`src/rtl/instr_fetch.sv`:
```
`default_nettype none
// ============================================================================
// Module   : instr_fetch
// Purpose  : MIPS instruction fetch stage. Holds the PC, fetches one 32-bit
//            word per instruction over a req/ack handshake, presents it to
//            decode, and applies jump / taken-branch redirects on consume.
// Ports    : clock, reset        - clock, synchronous active-high reset
//            imem_req/addr       - fetch request and word address (= pc)
//            imem_ack/rdata      - memory response
//            stall               - downstream hold of the presented word
//            take_branch/imm     - taken branch and its raw 16-bit immediate
//            jump/jump_target    - j/jal redirect and its 26-bit instr_index
//            instr/opcode        - captured word and its [31:26] field
//            instr_valid         - instr is ready for consumption
//            pc/pc_plus4         - current PC and PC+4
//            retired             - count of consumed instructions
// Revision : 1.0 - initial release
// ============================================================================
module instr_fetch #(
   parameter logic [31:0] RESET_PC = 32'h0000_0000
) (
   input  logic        clock,
   input  logic        reset,
   output logic        imem_req,
   output logic [31:0] imem_addr,
   input  logic        imem_ack,
   input  logic [31:0] imem_rdata,
   input  logic        stall,
   input  logic        take_branch,
   input  logic [15:0] branch_imm,
   input  logic        jump,
   input  logic [25:0] jump_target,
   output logic [31:0] instr,
   output logic [5:0]  opcode,
   output logic        instr_valid,
   output logic [31:0] pc,
   output logic [31:0] pc_plus4,
   output logic [31:0] retired
);

   typedef enum logic [1:0] {
      IDLE = 2'd0,
      REQ  = 2'd1,
      EXEC = 2'd2
   } state_t;

   state_t      state;
   state_t      state_next;
   logic        consume;
   logic [31:0] branch_off;
   logic [31:0] pc_next;

   // Consume happens only on an unstalled EXEC cycle; redirect inputs are
   // meaningful only then.
   assign consume    = (state == EXEC) && !stall;
   assign pc_plus4   = pc + 32'd4;
   assign branch_off = {{14{branch_imm[15]}}, branch_imm, 2'b00};

   // Redirect priority: jump over taken branch over sequential.
   always_comb begin
      pc_next = pc_plus4;
      if (jump) begin
         pc_next = {pc_plus4[31:28], jump_target, 2'b00};
      end else if (take_branch) begin
         pc_next = pc_plus4 + branch_off;
      end
   end

   always_comb begin
      state_next = state;
      case (state)
         IDLE:    state_next = REQ;
         REQ:     if (imem_ack) state_next = EXEC;
         EXEC:    if (!stall)   state_next = REQ;
         default: state_next = IDLE;
      endcase
   end

   always_ff @(posedge clock) begin
      if (reset) begin
         state   <= IDLE;
         pc      <= RESET_PC;
         instr   <= 32'd0;
         retired <= 32'd0;
      end else begin
         state <= state_next;
         // An ack outside REQ (e.g. a late response after reset) is dropped.
         if ((state == REQ) && imem_ack) begin
            instr <= imem_rdata;
         end
         if (consume) begin
            pc      <= pc_next;
            retired <= retired + 32'd1;
         end
      end
   end

   // Moore outputs decoded from state only.
   assign imem_req    = (state == REQ);
   assign instr_valid = (state == EXEC);
   assign imem_addr   = pc;
   assign opcode      = instr[31:26];

endmodule
`default_nettype wire

```
`config.mk`:
```
export PLATFORM = sky130hd
export DESIGN_NAME = instr_fetch
export DESIGN_NICKNAME = d
export VERILOG_FILES = /design/src/rtl/instr_fetch.sv
export SDC_FILE = /design/constraint.sdc
export NUM_CORES = 1
export LEC_CHECK = 0
export CORE_ASPECT_RATIO = 1.5
export CORE_MARGIN = 3
export CORE_UTILIZATION = 30
export CTS_BUF_LIST = sky130_fd_sc_hd__clkbuf_16
export DETAILED_ROUTE_END_ITERATION = 12
export PLACE_DENSITY_LB_ADDON = 0.12
export SLEW_MARGIN = 20
export SYNTH_ARGS = -nofsm -noshare
export SYNTH_HDL_FRONTEND = slang
export SYNTH_SLANG_ARGS = --single-unit
```
`constraint.sdc`:
```
create_clock -name clock -period 11.1 [get_ports clock]
set_clock_uncertainty 0.1 [all_clocks]
set_input_delay 1.665 -clock clock [delete_from_list [all_inputs] [get_ports clock]]
set_output_delay 1.665 -clock clock [all_outputs]
set_load 0.05 [all_outputs]
```
==> flow_results.xml, run 1 <==
<?xml version="1.0" encoding="UTF-8"?>
<metrics>
  <group name="drt">
    <metric name="routed_wire_length_per_instance" unit="microns">18.3</metric>
    <metric name="number_of_vias_per_cell" unit="">5.07</metric>
    <metric name="drt_first_pass_iters" unit="">5</metric>
    <metric name="number_of_design_rule_violations_left_after_detail_routing" unit="">0</metric>
    <metric name="drt-total-wl" unit="microns">24100</metric>
    <metric name="dr.first_iter.drc_count" unit="">365</metric>
    <metric name="total_via_count_in_the_routed_design" unit="">6676</metric>
    <metric name="postRouteAntennaNets" unit="">0</metric>
  </group>
  <group name="clock_tree">
    <metric name="clkSlewWorstSetupHoldPaths" unit="ns">0.07</metric>
    <metric name="clockBufferDepth" unit="">2</metric>
    <metric name="clockRootBuffer" unit="">sky130_fd_sc_hd__clkbuf_16</metric>
    <metric name="clock_sink_count" unit="">96</metric>
    <metric name="hold_fix_buffer_count_after_cts" unit="">0</metric>
    <metric name="clk-insertion-delay-late" unit="ns">0.35</metric>
    <metric name="clock_tree.htree_level_count" unit="">3</metric>
    <metric name="tritoncts" unit="">done</metric>
    <metric name="numCtsBuffers" unit="">9</metric>
    <metric name="postCtsResizedCells" unit="">0</metric>
    <metric name="cts_setup_buffers" unit="">0</metric>
  </group>
  <group name="sta">
    <metric name="timing.setup.tns" unit="ns">0</metric>
    <metric name="hold_fails_final_rpt" unit="">0</metric>
    <metric name="final_critical_path_setup_slack" unit="ns">5.75</metric>
    <metric name="achievable-frequency" unit="MHz">187</metric>
    <metric name="period_needed" unit="ns">5.35</metric>
    <metric name="timing.max_slew.rel_slack" unit="">0.338</metric>
    <metric name="rsz0062_at_grt" unit="">false</metric>
    <metric name="final_min_period_over_clock_period" unit="">0.482</metric>
    <metric name="worst_slew_pin_slew" unit="ns">0.990</metric>
    <metric name="setup_viol" unit="">0</metric>
    <metric name="final-max-slew-violation-count" unit="">0</metric>
  </group>
  <group name="worst_setup_path">
    <metric name="worst-endpoint-arrival" unit="ns">3.58</metric>
    <metric name="cp-end-kind" unit="">output pin</metric>
    <metric name="critical_path_class" unit="">flop to output pin</metric>
    <metric name="cp_max_fo" unit="">8</metric>
    <metric name="start_kind" unit="">flop</metric>
    <metric name="required" unit="ns">9.34</metric>
  </group>
  <group name="floorplan">
    <metric name="row_count" unit="">65</metric>
    <metric name="die_area" unit="sq mm">0.0238</metric>
    <metric name="dieHeight" unit="microns">188</metric>
    <metric name="die_x" unit="microns">127</metric>
    <metric name="core_area" unit="sq mm">0.0213</metric>
    <metric name="top_level_ports" unit="">248</metric>
    <metric name="initial_core_util" unit="">0.309</metric>
  </group>
  <group name="synth">
    <metric name="synthDistinctLibCells" unit="">68</metric>
    <metric name="post_synth_main_area_contributors" unit="">sky130_fd_sc_hd__dfxtp_1 (29%), sky130_fd_sc_hd__nand2_1 (8.0%), sky130_fd_sc_hd__ha_1 (7.0%), sky130_fd_sc_hd__a21oi_1 (6.6%), sky130_fd_sc_hd__xor2_1 (5.6%)</metric>
    <metric name="synth_top_family_by_area" unit="">simple AND/OR/NAND/NOR gates</metric>
    <metric name="seq_area_frac_synth" unit="">0.292</metric>
    <metric name="synth_edf_count" unit="">0</metric>
    <metric name="synthAdderAreaFrac" unit="">0.0733</metric>
    <metric name="post_synth_inst_count" unit="">856</metric>
    <metric name="async_flop_share" unit="">0</metric>
    <metric name="synth_top_cell_area_share" unit="">0.292</metric>
    <metric name="synth.cell_area" unit="sq mm">0.00659</metric>
    <metric name="ys_seq_elements" unit="">96</metric>
    <metric name="synth.area.mux_share" unit="">0.0186</metric>
    <metric name="synth_simple_gate_area_share" unit="">0.238</metric>
    <metric name="synth_ff_type" unit="">sky130_fd_sc_hd__dfxtp_1</metric>
    <metric name="synth_compound_gate_area_share" unit="">0.202</metric>
    <metric name="most_frequent_cell_after_synthesis" unit="">sky130_fd_sc_hd__nand2_1</metric>
    <metric name="avgSynthCellArea" unit="sq um">7.70</metric>
    <metric name="synth-warning-count" unit="">0</metric>
    <metric name="synthXorXnorAreaFrac" unit="">0.0984</metric>
    <metric name="synth_top_cells_by_count" unit="">sky130_fd_sc_hd__nand2_1 (141), sky130_fd_sc_hd__dfxtp_1 (96), sky130_fd_sc_hd__a21oi_1 (87), sky130_fd_sc_hd__nor2_1 (78)</metric>
    <metric name="synth_top_area_cell" unit="">sky130_fd_sc_hd__dfxtp_1</metric>
  </group>
  <group name="final_layout">
    <metric name="post_route_cells_drive_above_1_share" unit="">0.0429</metric>
    <metric name="finish.net_count" unit="">1161</metric>
    <metric name="area_delta_synth_final" unit="%">40.5</metric>
    <metric name="postLayoutCoreUtil" unit="">0.434</metric>
  </group>
  <group name="global_route">
    <metric name="antenna_found_initial" unit="">1</metric>
    <metric name="grt_usage" unit="">0.198</metric>
    <metric name="wire_length_of_the_first_global_routing_pass" unit="microns">37500</metric>
    <metric name="grt_remaining_overflow" unit="">0</metric>
    <metric name="first_global_vias" unit="">6698</metric>
    <metric name="largest_net_degree_at_the_start_of_global_routing" unit="">53</metric>
  </group>
  <group name="placed_design">
    <metric name="gp_congestion" unit="">0.875</metric>
    <metric name="dp.final_hpwl" unit="microns">18200</metric>
    <metric name="dp_worst_setup_slack" unit="ns">5.93</metric>
    <metric name="port_buffers" unit="">241</metric>
  </group>
  <group name="pwr">
    <metric name="static-leakage-power" unit="uW">0.00356</metric>
    <metric name="power.density_cell_area" unit="mW/mm^2">94.6</metric>
    <metric name="worst_ir_drop_vdd" unit="V">0.0000649</metric>
  </group>
  <group name="outcome">
    <metric name="outcome" unit="">finished, final reports clean</metric>
  </group>
  <group name="flow_run">
    <metric name="max_cap_viol_count" unit="">0</metric>
  </group>
  <group name="min_path">
    <metric name="worstHoldPathType" unit="">flop to flop</metric>
  </group>
</metrics>
[cell usage in the layout, fill, tap and decap left out, drive strengths merged, types with 9 or more instances in the layout]
| cell type | Yosys | routed |
|---|---|---|
| nor2 | 79 | 79 |
| buf | 45 | 11 |
| xnor2 | 32 | 32 |
| ha | 37 | 37 |
| a21o | 14 | 14 |
| xor2 | 42 | 42 |
| o21ai | 35 | 35 |
| nand2 | 141 | 141 |
| dfxtp | 96 | 96 |
| a21oi | 87 | 87 |
| nor3 | 10 | 10 |
| clkbuf | 35 | 9 |
| nand3 | 31 | 31 |
| and3 | 16 | 16 |
| a211oi | 9 | 9 |
| inv | 14 | 18 |
| nand4 | 13 | 13 |
| or3 | 10 | 10 |
| clkdlybuf4s50 | 0 | 240 |
| mux2i | 10 | 10 |
[registers in the layout, indices dropped and copies added, names as in the netlist]
signal / cells
imem_addr: 30
instr: 32
state: 2
retired: 32
[path summary, 6_finish.rpt]
kind,start,to,slack (ns),cells after the start
setup / recovery,imem_addr[8]$_SDFFE_PP0P_,pc_plus4[29],5.75,7
hold / removal,instr[5]$_SDFFE_PP0P_,instr[5]$_SDFFE_PP0P_,0.35,2
setup reg to reg,imem_addr[8]$_SDFFE_PP0P_,imem_addr[28]$_SDFFE_PP0P_,6.63,14
hold reg to reg,instr[5]$_SDFFE_PP0P_,instr[5]$_SDFFE_PP0P_,0.35,2
[through the flow]
step | cells | instance area, sq um | hold slack (ns) | total power (uW)
6_report | 1317 | 9260 | 0.354 | 876
5_1_grt | 1317 | 9260 | 0.380 | 917
4_1_cts | 1316 | 9260 | 0.356 | 888
3_5_place_dp | 1300 | 8970 | 0.347 | 567
3_3_place_gp | 1300 | 8970 | 0.342 | 567
2_1_floorplan | 861 | 6610 | 0.471 | 493
[logic make-up after synthesis]
group	count (synthesis)
XOR/XNOR	74
flip-flops	96
buffers and inverters	94
AO/OA/AOI/OAI	209
adder cells (fa/ha/maj)	38
multiplexers	12
AND/OR/NAND/NOR	332
other	1
[power by group]
group | leakage, uW | total, uW | switching (uW) | internal, uW
sequential | 0.000777 | 360 | 8.10 | 352
combinational | 0.00265 | 199 | 122 | 76.8
clock | 0.000135 | 317 | 160 | 157
[worst max-delay path, stage by stage (launching register included)]
cell and delay (ns):
sky130_fd_sc_hd__dfxtp_1 0.54, sky130_fd_sc_hd__nand4_1 0.31, sky130_fd_sc_hd__nand4bb_1 0.41, sky130_fd_sc_hd__nor2_2 0.37
sky130_fd_sc_hd__nand2_1 0.20, sky130_fd_sc_hd__nor2_1 0.24, sky130_fd_sc_hd__xor2_1 0.30, sky130_fd_sc_hd__clkdlybuf4s50_1 0.86
[final cells by class]
| type | count | area [sq um] |
|---|---|---|
| fillers | 2222 | 12100 |
| clock buffers | 9 | 225 |
| well taps | 268 | 335 |
| repair buffers | 251 | 2480 |
| diodes | 1 | 2.50 |
| clock inverters | 7 | 61.3 |
| flip-flops and latches | 96 | 1920 |
| multi-input cells | 671 | 4180 |
| inverters | 14 | 52.6 |
[metal layers]
layer / up-vias / track usage / part of all wire
met5: - / 0 / 0
met4: 0 / 0.0743 / 0.030
met3: 38 / 0.0274 / 0.043
met2: 205 / 0.369 / 0.53
met1: 3092 / 0.225 / 0.40
li1: 3341 / - / -
Power figures use the tool's default switching activity.
==> run 2: changes to the inputs <==
==> constraint.sdc (replaced) <==
create_clock -name clock -period 4.95 [get_ports clock]
set_clock_uncertainty 0.1 [all_clocks]
set_input_delay 0.7425 -clock clock [delete_from_list [all_inputs] [get_ports clock]]
set_output_delay 0.7425 -clock clock [all_outputs]
set_load 0.05 [all_outputs]
==> run 2 against run 1 <==
  * Non-clock buffer count is 2 higher
  * Flip-flop and latch count unchanged
  * Design area is 0.82% higher
  * Utilization up 0.36 points
  * Largest power group is now clock
==> flow_results.xml, run 2 (synthesis results as in run 1) <==
<?xml version="1.0" encoding="UTF-8"?>
<metrics>
  <group name="outcome">
    <metric name="outcome" unit="">finished, final reports clean</metric>
  </group>
  <group name="clock_tree">
    <metric name="clock_tree.htree_level_count" unit="">3</metric>
    <metric name="cts_setup_buffers" unit="">0</metric>
    <metric name="clock_sink_count" unit="">96</metric>
    <metric name="clockRootBuffer" unit="">sky130_fd_sc_hd__clkbuf_16</metric>
    <metric name="tritoncts" unit="">done</metric>
    <metric name="postCtsResizedCells" unit="">0</metric>
    <metric name="numCtsBuffers" unit="">9</metric>
    <metric name="hold_fix_buffer_count_after_cts" unit="">0</metric>
    <metric name="clkSlewWorstSetupHoldPaths" unit="ns">0.08</metric>
    <metric name="clockBufferDepth" unit="">2</metric>
    <metric name="clk-insertion-delay-late" unit="ns">0.36</metric>
  </group>
  <group name="worst_setup_path">
    <metric name="critical_path.startpoint" unit="">imem_addr[11]$_SDFFE_PP0P_</metric>
    <metric name="worst-r2r-setup-slack" unit="ns">0.77</metric>
    <metric name="required" unit="ns">4.11</metric>
    <metric name="worst_r2r_path_cells" unit="">13</metric>
    <metric name="start_kind" unit="">flop</metric>
    <metric name="worstReg2RegStart" unit="">imem_addr[11]$_SDFFE_PP0P_</metric>
    <metric name="crit-reg2reg-capture" unit="">imem_addr[28]$_SDFFE_PP0P_</metric>
    <metric name="worst-endpoint-arrival" unit="ns">3.40</metric>
    <metric name="cp_max_fo" unit="">8</metric>
    <metric name="cp-end-kind" unit="">output pin</metric>
    <metric name="critical_path_class" unit="">flop to output pin</metric>
  </group>
  <group name="pwr">
    <metric name="worst_ir_drop_vdd" unit="V">0.000167</metric>
    <metric name="power.density_cell_area" unit="mW/mm^2">225</metric>
    <metric name="static-leakage-power" unit="uW">0.00360</metric>
  </group>
  <group name="placed_design">
    <metric name="dp_worst_setup_slack" unit="ns">0.848</metric>
    <metric name="dp.final_hpwl" unit="microns">19500</metric>
    <metric name="port_buffers" unit="">241</metric>
    <metric name="gp_congestion" unit="">0.914</metric>
  </group>
  <group name="drt">
    <metric name="top_signal_layer_used" unit="">met4</metric>
    <metric name="met1_length" unit="microns">9410</metric>
    <metric name="number_of_vias_per_cell" unit="">5.22</metric>
    <metric name="postRouteAntennaNets" unit="">0</metric>
    <metric name="route.met3.wl" unit="microns">1240</metric>
    <metric name="total_via_count_in_the_routed_design" unit="">6878</metric>
    <metric name="routed_wire_length_per_instance" unit="microns">19.2</metric>
    <metric name="routed-wl-met2" unit="microns">13300</metric>
    <metric name="dr.first_iter.drc_count" unit="">389</metric>
    <metric name="drt-total-wl" unit="microns">25300</metric>
    <metric name="number_of_design_rule_violations_left_after_detail_routing" unit="">0</metric>
    <metric name="drt_first_pass_iters" unit="">5</metric>
  </group>
  <group name="sta">
    <metric name="timing.max_slew.rel_slack" unit="">0.412</metric>
    <metric name="timing.setup.tns" unit="ns">0</metric>
    <metric name="achievable-frequency" unit="MHz">236</metric>
    <metric name="setup_viol" unit="">0</metric>
    <metric name="final_critical_path_setup_slack" unit="ns">0.707</metric>
    <metric name="hold_fails_final_rpt" unit="">0</metric>
    <metric name="rsz0062_at_grt" unit="">false</metric>
    <metric name="final-max-slew-violation-count" unit="">0</metric>
    <metric name="final_min_period_over_clock_period" unit="">0.857</metric>
    <metric name="worst_slew_pin_slew" unit="ns">0.881</metric>
    <metric name="period_needed" unit="ns">4.24</metric>
  </group>
  <group name="final_layout">
    <metric name="postLayoutCoreUtil" unit="">0.438</metric>
    <metric name="antenna_cells" unit="">0</metric>
    <metric name="area_delta_synth_final" unit="%">41.7</metric>
    <metric name="layout.cells.most_common_list" unit="">sky130_fd_sc_hd__clkdlybuf4s50_1 (240), sky130_fd_sc_hd__nand2_1 (141), sky130_fd_sc_hd__dfxtp_1 (96)</metric>
    <metric name="post_route_cells_drive_above_1_share" unit="">0.0458</metric>
    <metric name="layout_commonest_cell" unit="">sky130_fd_sc_hd__clkdlybuf4s50_1</metric>
    <metric name="finish.net_count" unit="">1163</metric>
  </group>
  <group name="floorplan">
    <metric name="core_area" unit="sq mm">0.0213</metric>
    <metric name="die_x" unit="microns">127</metric>
    <metric name="die_area" unit="sq mm">0.0238</metric>
    <metric name="row_count" unit="">65</metric>
    <metric name="dieHeight" unit="microns">188</metric>
    <metric name="top_level_ports" unit="">248</metric>
    <metric name="initial_core_util" unit="">0.309</metric>
  </group>
  <group name="min_path">
    <metric name="min_delay_path_depth" unit="">2</metric>
    <metric name="endpoint_of_the_worst_hold_path" unit="">instr[7]$_SDFFE_PP0P_</metric>
    <metric name="worstHoldPathType" unit="">flop to flop</metric>
    <metric name="worst_hold_startpoint" unit="">instr[7]$_SDFFE_PP0P_</metric>
  </group>
  <group name="global_route">
    <metric name="wire_length_of_the_first_global_routing_pass" unit="microns">38000</metric>
    <metric name="antenna_found_initial" unit="">0</metric>
    <metric name="first_global_vias" unit="">6724</metric>
    <metric name="largest_net_degree_at_the_start_of_global_routing" unit="">67</metric>
    <metric name="grt_usage" unit="">0.205</metric>
    <metric name="grt_remaining_overflow" unit="">0</metric>
  </group>
  <group name="flow_run">
    <metric name="max_cap_viol_count" unit="">0</metric>
  </group>
</metrics>
run 2: through the flow:
stage          hold WS [ns]  cell area, sq um  std cells  power [uW]
3_3_place_gp          0.342              8980       1302        1280
2_1_floorplan         0.471              6610        861        1110
6_report              0.354              9330       1317        2100
5_1_grt               0.374              9330       1317        2180
3_5_place_dp          0.346              8980       1302        1280
4_1_cts               0.357              9330       1317        2130
run 2: worst max path at each step:
stage	end	slack, ns	depth (start not counted)
global placement	imem_addr[28]$_SDFFE_PP0P_	0.95	13
CTS	pc_plus4[30]	0.70	6
floorplan	imem_addr[28]$_SDFFE_PP0P_	0.20	14
finish	pc_plus4[30]	0.71	6
global route	imem_addr[28]$_SDFFE_PP0P_	0.46	14
detailed placement	imem_addr[28]$_SDFFE_PP0P_	0.85	13
run 2: worst max-delay path: stages, from the launching register on:
cell,delay (ns)
sky130_fd_sc_hd__dfxtp_1,0.48
sky130_fd_sc_hd__and4_1,0.33
sky130_fd_sc_hd__nand4bb_1,0.18
sky130_fd_sc_hd__nor2_1,0.50
sky130_fd_sc_hd__nand3_1,0.17
sky130_fd_sc_hd__xnor2_1,0.47
sky130_fd_sc_hd__clkdlybuf4s50_1,0.90
run 2: routing by layer:
metal	global-route usage	vias to the layer above
met2	0.378	261
met3	0.0268	61
met4	0.115	0
li1	-	3342
met1	0.222	3214
met5	0	-
run 2: cell type report:
class	count	area, sq um
inverters	14	52.6
repair buffers	253	2500
multi-input cells	671	4180
fillers	2172	12000
flip-flops and latches	96	1920
well taps	268	335
clock inverters	6	118
clock buffers	9	225
run 2: where the power goes:
part / total [uW] / internal [uW] / switching [uW]
combinational: 451 / 173 / 278
sequential: 809 / 790 / 18.9
clock: 843 / 496 / 346
==> run 3: changes to the inputs <==
--- a/config.mk
+++ b/config.mk
@@ -11,7 +11,9 @@
 export CTS_BUF_LIST = sky130_fd_sc_hd__clkbuf_16
 export DETAILED_ROUTE_END_ITERATION = 12
 export PLACE_DENSITY_LB_ADDON = 0.12
+export SKIP_LAST_GASP = 1
 export SLEW_MARGIN = 20
 export SYNTH_ARGS = -nofsm -noshare
 export SYNTH_HDL_FRONTEND = slang
 export SYNTH_SLANG_ARGS = --single-unit
+export TNS_END_PERCENT = 100
==> constraint.sdc (replaced) <==
create_clock -name clock -period 3.4 [get_ports clock]
set_clock_uncertainty 0.1 [all_clocks]
set_input_delay 0.51 -clock clock [delete_from_list [all_inputs] [get_ports clock]]
set_output_delay 0.51 -clock clock [all_outputs]
set_load 0.05 [all_outputs]
==> run 3 against run 2 <==
  * Combinational power grew 63%
  * Design area grew 14%
  * Clock power grew 28%
  * Clock-buffer cell count is the same
  * Largest cell class unchanged
  * First-iteration DRC count shrank 18%
  * Largest power group is now sequential cells
  * Utilization grew 6.2 points
  * Critical endpoint is now imem_addr[28]$_SDFFE_PP0P_
  * Total power grew 41%
  * The run now ends with setup timing left
  * Worst hold slack gained 0.0013 ns
  * Highest routed layer unchanged
  * Final cell count grew 7.3%
  * Die area is the same
  * Wire length grew 0.53%
==> flow_results.xml, run 3 (synthesis results as in run 1) <==
<?xml version="1.0" encoding="UTF-8"?>
<metrics>
  <group name="drt">
    <metric name="number_of_vias_per_cell" unit="">5.00</metric>
    <metric name="dr.first_iter.drc_count" unit="">320</metric>
    <metric name="drt_first_pass_iters" unit="">4</metric>
    <metric name="total_via_count_in_the_routed_design" unit="">7064</metric>
    <metric name="postRouteAntennaNets" unit="">0</metric>
    <metric name="number_of_design_rule_violations_left_after_detail_routing" unit="">0</metric>
    <metric name="drt-total-wl" unit="microns">25400</metric>
    <metric name="routed_wire_length_per_instance" unit="microns">18.0</metric>
  </group>
  <group name="worst_setup_path">
    <metric name="critPathSlowestCell" unit="">sky130_fd_sc_hd__dfxtp_4</metric>
    <metric name="crit_chain" unit="">and4_4 &gt; nand4bb_4 &gt; nor2_4 &gt; and3_4 &gt; xor2_4 &gt; ha_4 &gt; a21o_1 &gt; a21o_1 &gt; a21o_1 &gt; a21o_1 &gt; a21o_1 &gt; a22o_1 &gt; a311o_1 &gt; a311oi_1</metric>
    <metric name="start_kind" unit="">flop</metric>
    <metric name="cp_max_fo" unit="">6</metric>
    <metric name="critical_path_class" unit="">flop to flop</metric>
    <metric name="worst-endpoint-arrival" unit="ns">3.59</metric>
    <metric name="crit_path_frequent_cell" unit="">sky130_fd_sc_hd__a21o_1</metric>
    <metric name="critPathMaxStageDelay" unit="ns">0.35</metric>
    <metric name="cp-end-kind" unit="">flop</metric>
    <metric name="required" unit="ns">3.57</metric>
  </group>
  <group name="min_path">
    <metric name="worstHoldPathType" unit="">flop to flop</metric>
  </group>
  <group name="placed_design">
    <metric name="gp_congestion" unit="">0.966</metric>
    <metric name="dp.final_hpwl" unit="microns">19900</metric>
    <metric name="dpl_cell_area" unit="sq mm">0.0101</metric>
    <metric name="port_buffers" unit="">241</metric>
  </group>
  <group name="global_route">
    <metric name="grt_remaining_overflow" unit="">0</metric>
    <metric name="antenna_found_initial" unit="">1</metric>
    <metric name="first_global_vias" unit="">7038</metric>
    <metric name="wire_length_of_the_first_global_routing_pass" unit="microns">39100</metric>
    <metric name="grt_usage" unit="">0.207</metric>
    <metric name="gr-max-usage-layer" unit="">met2</metric>
    <metric name="grt_use_met1" unit="">0.237</metric>
    <metric name="largest_net_degree_at_the_start_of_global_routing" unit="">43</metric>
    <metric name="use_met3" unit="">0.0353</metric>
    <metric name="groute.layer.met2.usage" unit="">0.379</metric>
  </group>
  <group name="sta">
    <metric name="timing.max_slew.rel_slack" unit="">0.564</metric>
    <metric name="achievable-frequency" unit="MHz">292</metric>
    <metric name="timing.setup.tns" unit="ns">-0.0232</metric>
    <metric name="setup_viol" unit="">1</metric>
    <metric name="period_needed" unit="ns">3.42</metric>
    <metric name="worst_slew_pin_slew" unit="ns">0.654</metric>
    <metric name="rsz0062_at_grt" unit="">true</metric>
    <metric name="hold_fails_final_rpt" unit="">0</metric>
    <metric name="final-max-slew-violation-count" unit="">0</metric>
    <metric name="final_min_period_over_clock_period" unit="">1.01</metric>
    <metric name="final_critical_path_setup_slack" unit="ns">-0.0232</metric>
  </group>
  <group name="clock_tree">
    <metric name="clock_sink_count" unit="">96</metric>
    <metric name="clk-insertion-delay-late" unit="ns">0.35</metric>
    <metric name="hold_fix_buffer_count_after_cts" unit="">0</metric>
    <metric name="numCtsBuffers" unit="">9</metric>
    <metric name="clockBufferDepth" unit="">2</metric>
    <metric name="clockRootBuffer" unit="">sky130_fd_sc_hd__clkbuf_16</metric>
    <metric name="tritoncts" unit="">done</metric>
    <metric name="clkSlewWorstSetupHoldPaths" unit="ns">0.08</metric>
    <metric name="clock_tree.htree_level_count" unit="">3</metric>
  </group>
  <group name="final_layout">
    <metric name="postLayoutCellArea" unit="sq mm">0.0107</metric>
    <metric name="post_route_cells_drive_above_1_share" unit="">0.213</metric>
    <metric name="postLayoutCoreUtil" unit="">0.501</metric>
    <metric name="layout.cells.most_common_list" unit="">sky130_fd_sc_hd__clkdlybuf4s50_1 (229), sky130_fd_sc_hd__nand2_1 (139), sky130_fd_sc_hd__buf_4 (114)</metric>
    <metric name="area_delta_synth_final" unit="%">61.9</metric>
    <metric name="layout_commonest_cell" unit="">sky130_fd_sc_hd__clkdlybuf4s50_1</metric>
    <metric name="finish.net_count" unit="">1257</metric>
  </group>
  <group name="outcome">
    <metric name="failed_checks" unit="">setup timing</metric>
    <metric name="outcome" unit="">complete, but fails checks</metric>
  </group>
  <group name="flow_run">
    <metric name="max_cap_viol_count" unit="">0</metric>
  </group>
  <group name="floorplan">
    <metric name="die_area" unit="sq mm">0.0238</metric>
    <metric name="initial_core_util" unit="">0.309</metric>
    <metric name="dieHeight" unit="microns">188</metric>
    <metric name="top_level_ports" unit="">248</metric>
    <metric name="core_area" unit="sq mm">0.0213</metric>
    <metric name="die_x" unit="microns">127</metric>
    <metric name="row_count" unit="">65</metric>
  </group>
  <group name="pwr">
    <metric name="power.density_cell_area" unit="mW/mm^2">279</metric>
    <metric name="worst_ir_drop_vdd" unit="V">0.000198</metric>
    <metric name="static-leakage-power" unit="uW">0.00426</metric>
  </group>
</metrics>
-- run 3: changes by cell type in the layout (fill, tap and decap cells not counted), moves of 7 or more --
cell and delta:
sky130_fd_sc_hd__a21oi_1 -9, sky130_fd_sc_hd__a21oi_2 +9, sky130_fd_sc_hd__buf_4 +102, sky130_fd_sc_hd__clkdlybuf4s50_1 -11, sky130_fd_sc_hd__dfxtp_1 -21, sky130_fd_sc_hd__dfxtp_4 +15, sky130_fd_sc_hd__ha_1 -11, sky130_fd_sc_hd__ha_4 +9
sky130_fd_sc_hd__xnor2_1 -13, sky130_fd_sc_hd__xnor2_2 +11, sky130_fd_sc_hd__xor2_1 -11, sky130_fd_sc_hd__xor2_4 +7
-- run 3: per-layer routing --
metal / share of wire / wire length [microns]
met1: 0.39 / 9990
met5: 0 / 0
met3: 0.047 / 1190
met2: 0.52 / 13300
met4: 0.038 / 974
-- run 3: worst paths after layout --
check | from | to | slack, ns | cells after the start
worst min-delay path | instr[2]$_SDFFE_PP0P_ | instr[2]$_SDFFE_PP0P_ | 0.36 | 2
worst min register to register | instr[2]$_SDFFE_PP0P_ | instr[2]$_SDFFE_PP0P_ | 0.36 | 2
worst max-delay path | imem_addr[14]$_SDFFE_PP0P_ | imem_addr[28]$_SDFFE_PP0P_ | -0.02 | 14
worst max register to register | imem_addr[14]$_SDFFE_PP0P_ | imem_addr[28]$_SDFFE_PP0P_ | -0.02 | 14
-- run 3: final cells by class --
| class | count | area [sq um] |
|---|---|---|
| multi-input cells | 671 | 4770 |
| diodes | 1 | 2.50 |
| repair buffers | 347 | 3200 |
| clock buffers | 9 | 225 |
| clock inverters | 7 | 88.8 |
| well taps | 268 | 335 |
| fillers | 2140 | 10600 |
| flip-flops and latches | 96 | 1990 |
| inverters | 14 | 52.6 |
-- run 3: what timing repair did --
action / 4_1_cts / 5_1_grt
setup endpoints to repair: 4 / 16
pin swaps: 4 / 28
setup buffers: 2 / 7
resized for setup: 3 / 33
-- run 3: worst max-delay path: cells and delay by family (launching register included) --
family / cells / cell delay, ns
flip-flops: 1 / 0.35
AND/OR/NAND/NOR: 4 / 0.93
AO/OA/AOI/OAI: 8 / 1.55
adder cells (fa/ha/maj): 1 / 0.23
XOR/XNOR: 1 / 0.17
-- run 3: metrics by stage --
step	cells	worst slack, ns	hold WS (ns)	total power, uW
5_1_grt	1413	-0.197	0.379	3110
2_1_floorplan	861	-0.254	0.467	1620
3_5_place_dp	1387	-0.0884	0.346	1910
3_3_place_gp	1387	-0.0203	0.341	1910
4_1_cts	1405	-0.00637	0.357	3010
6_report	1413	-0.0232	0.356	2970
-- run 3: power by group --
group	internal, uW	switching, uW
registers	1140	21.0
clock network	536	543
logic	301	432
total	1980	996
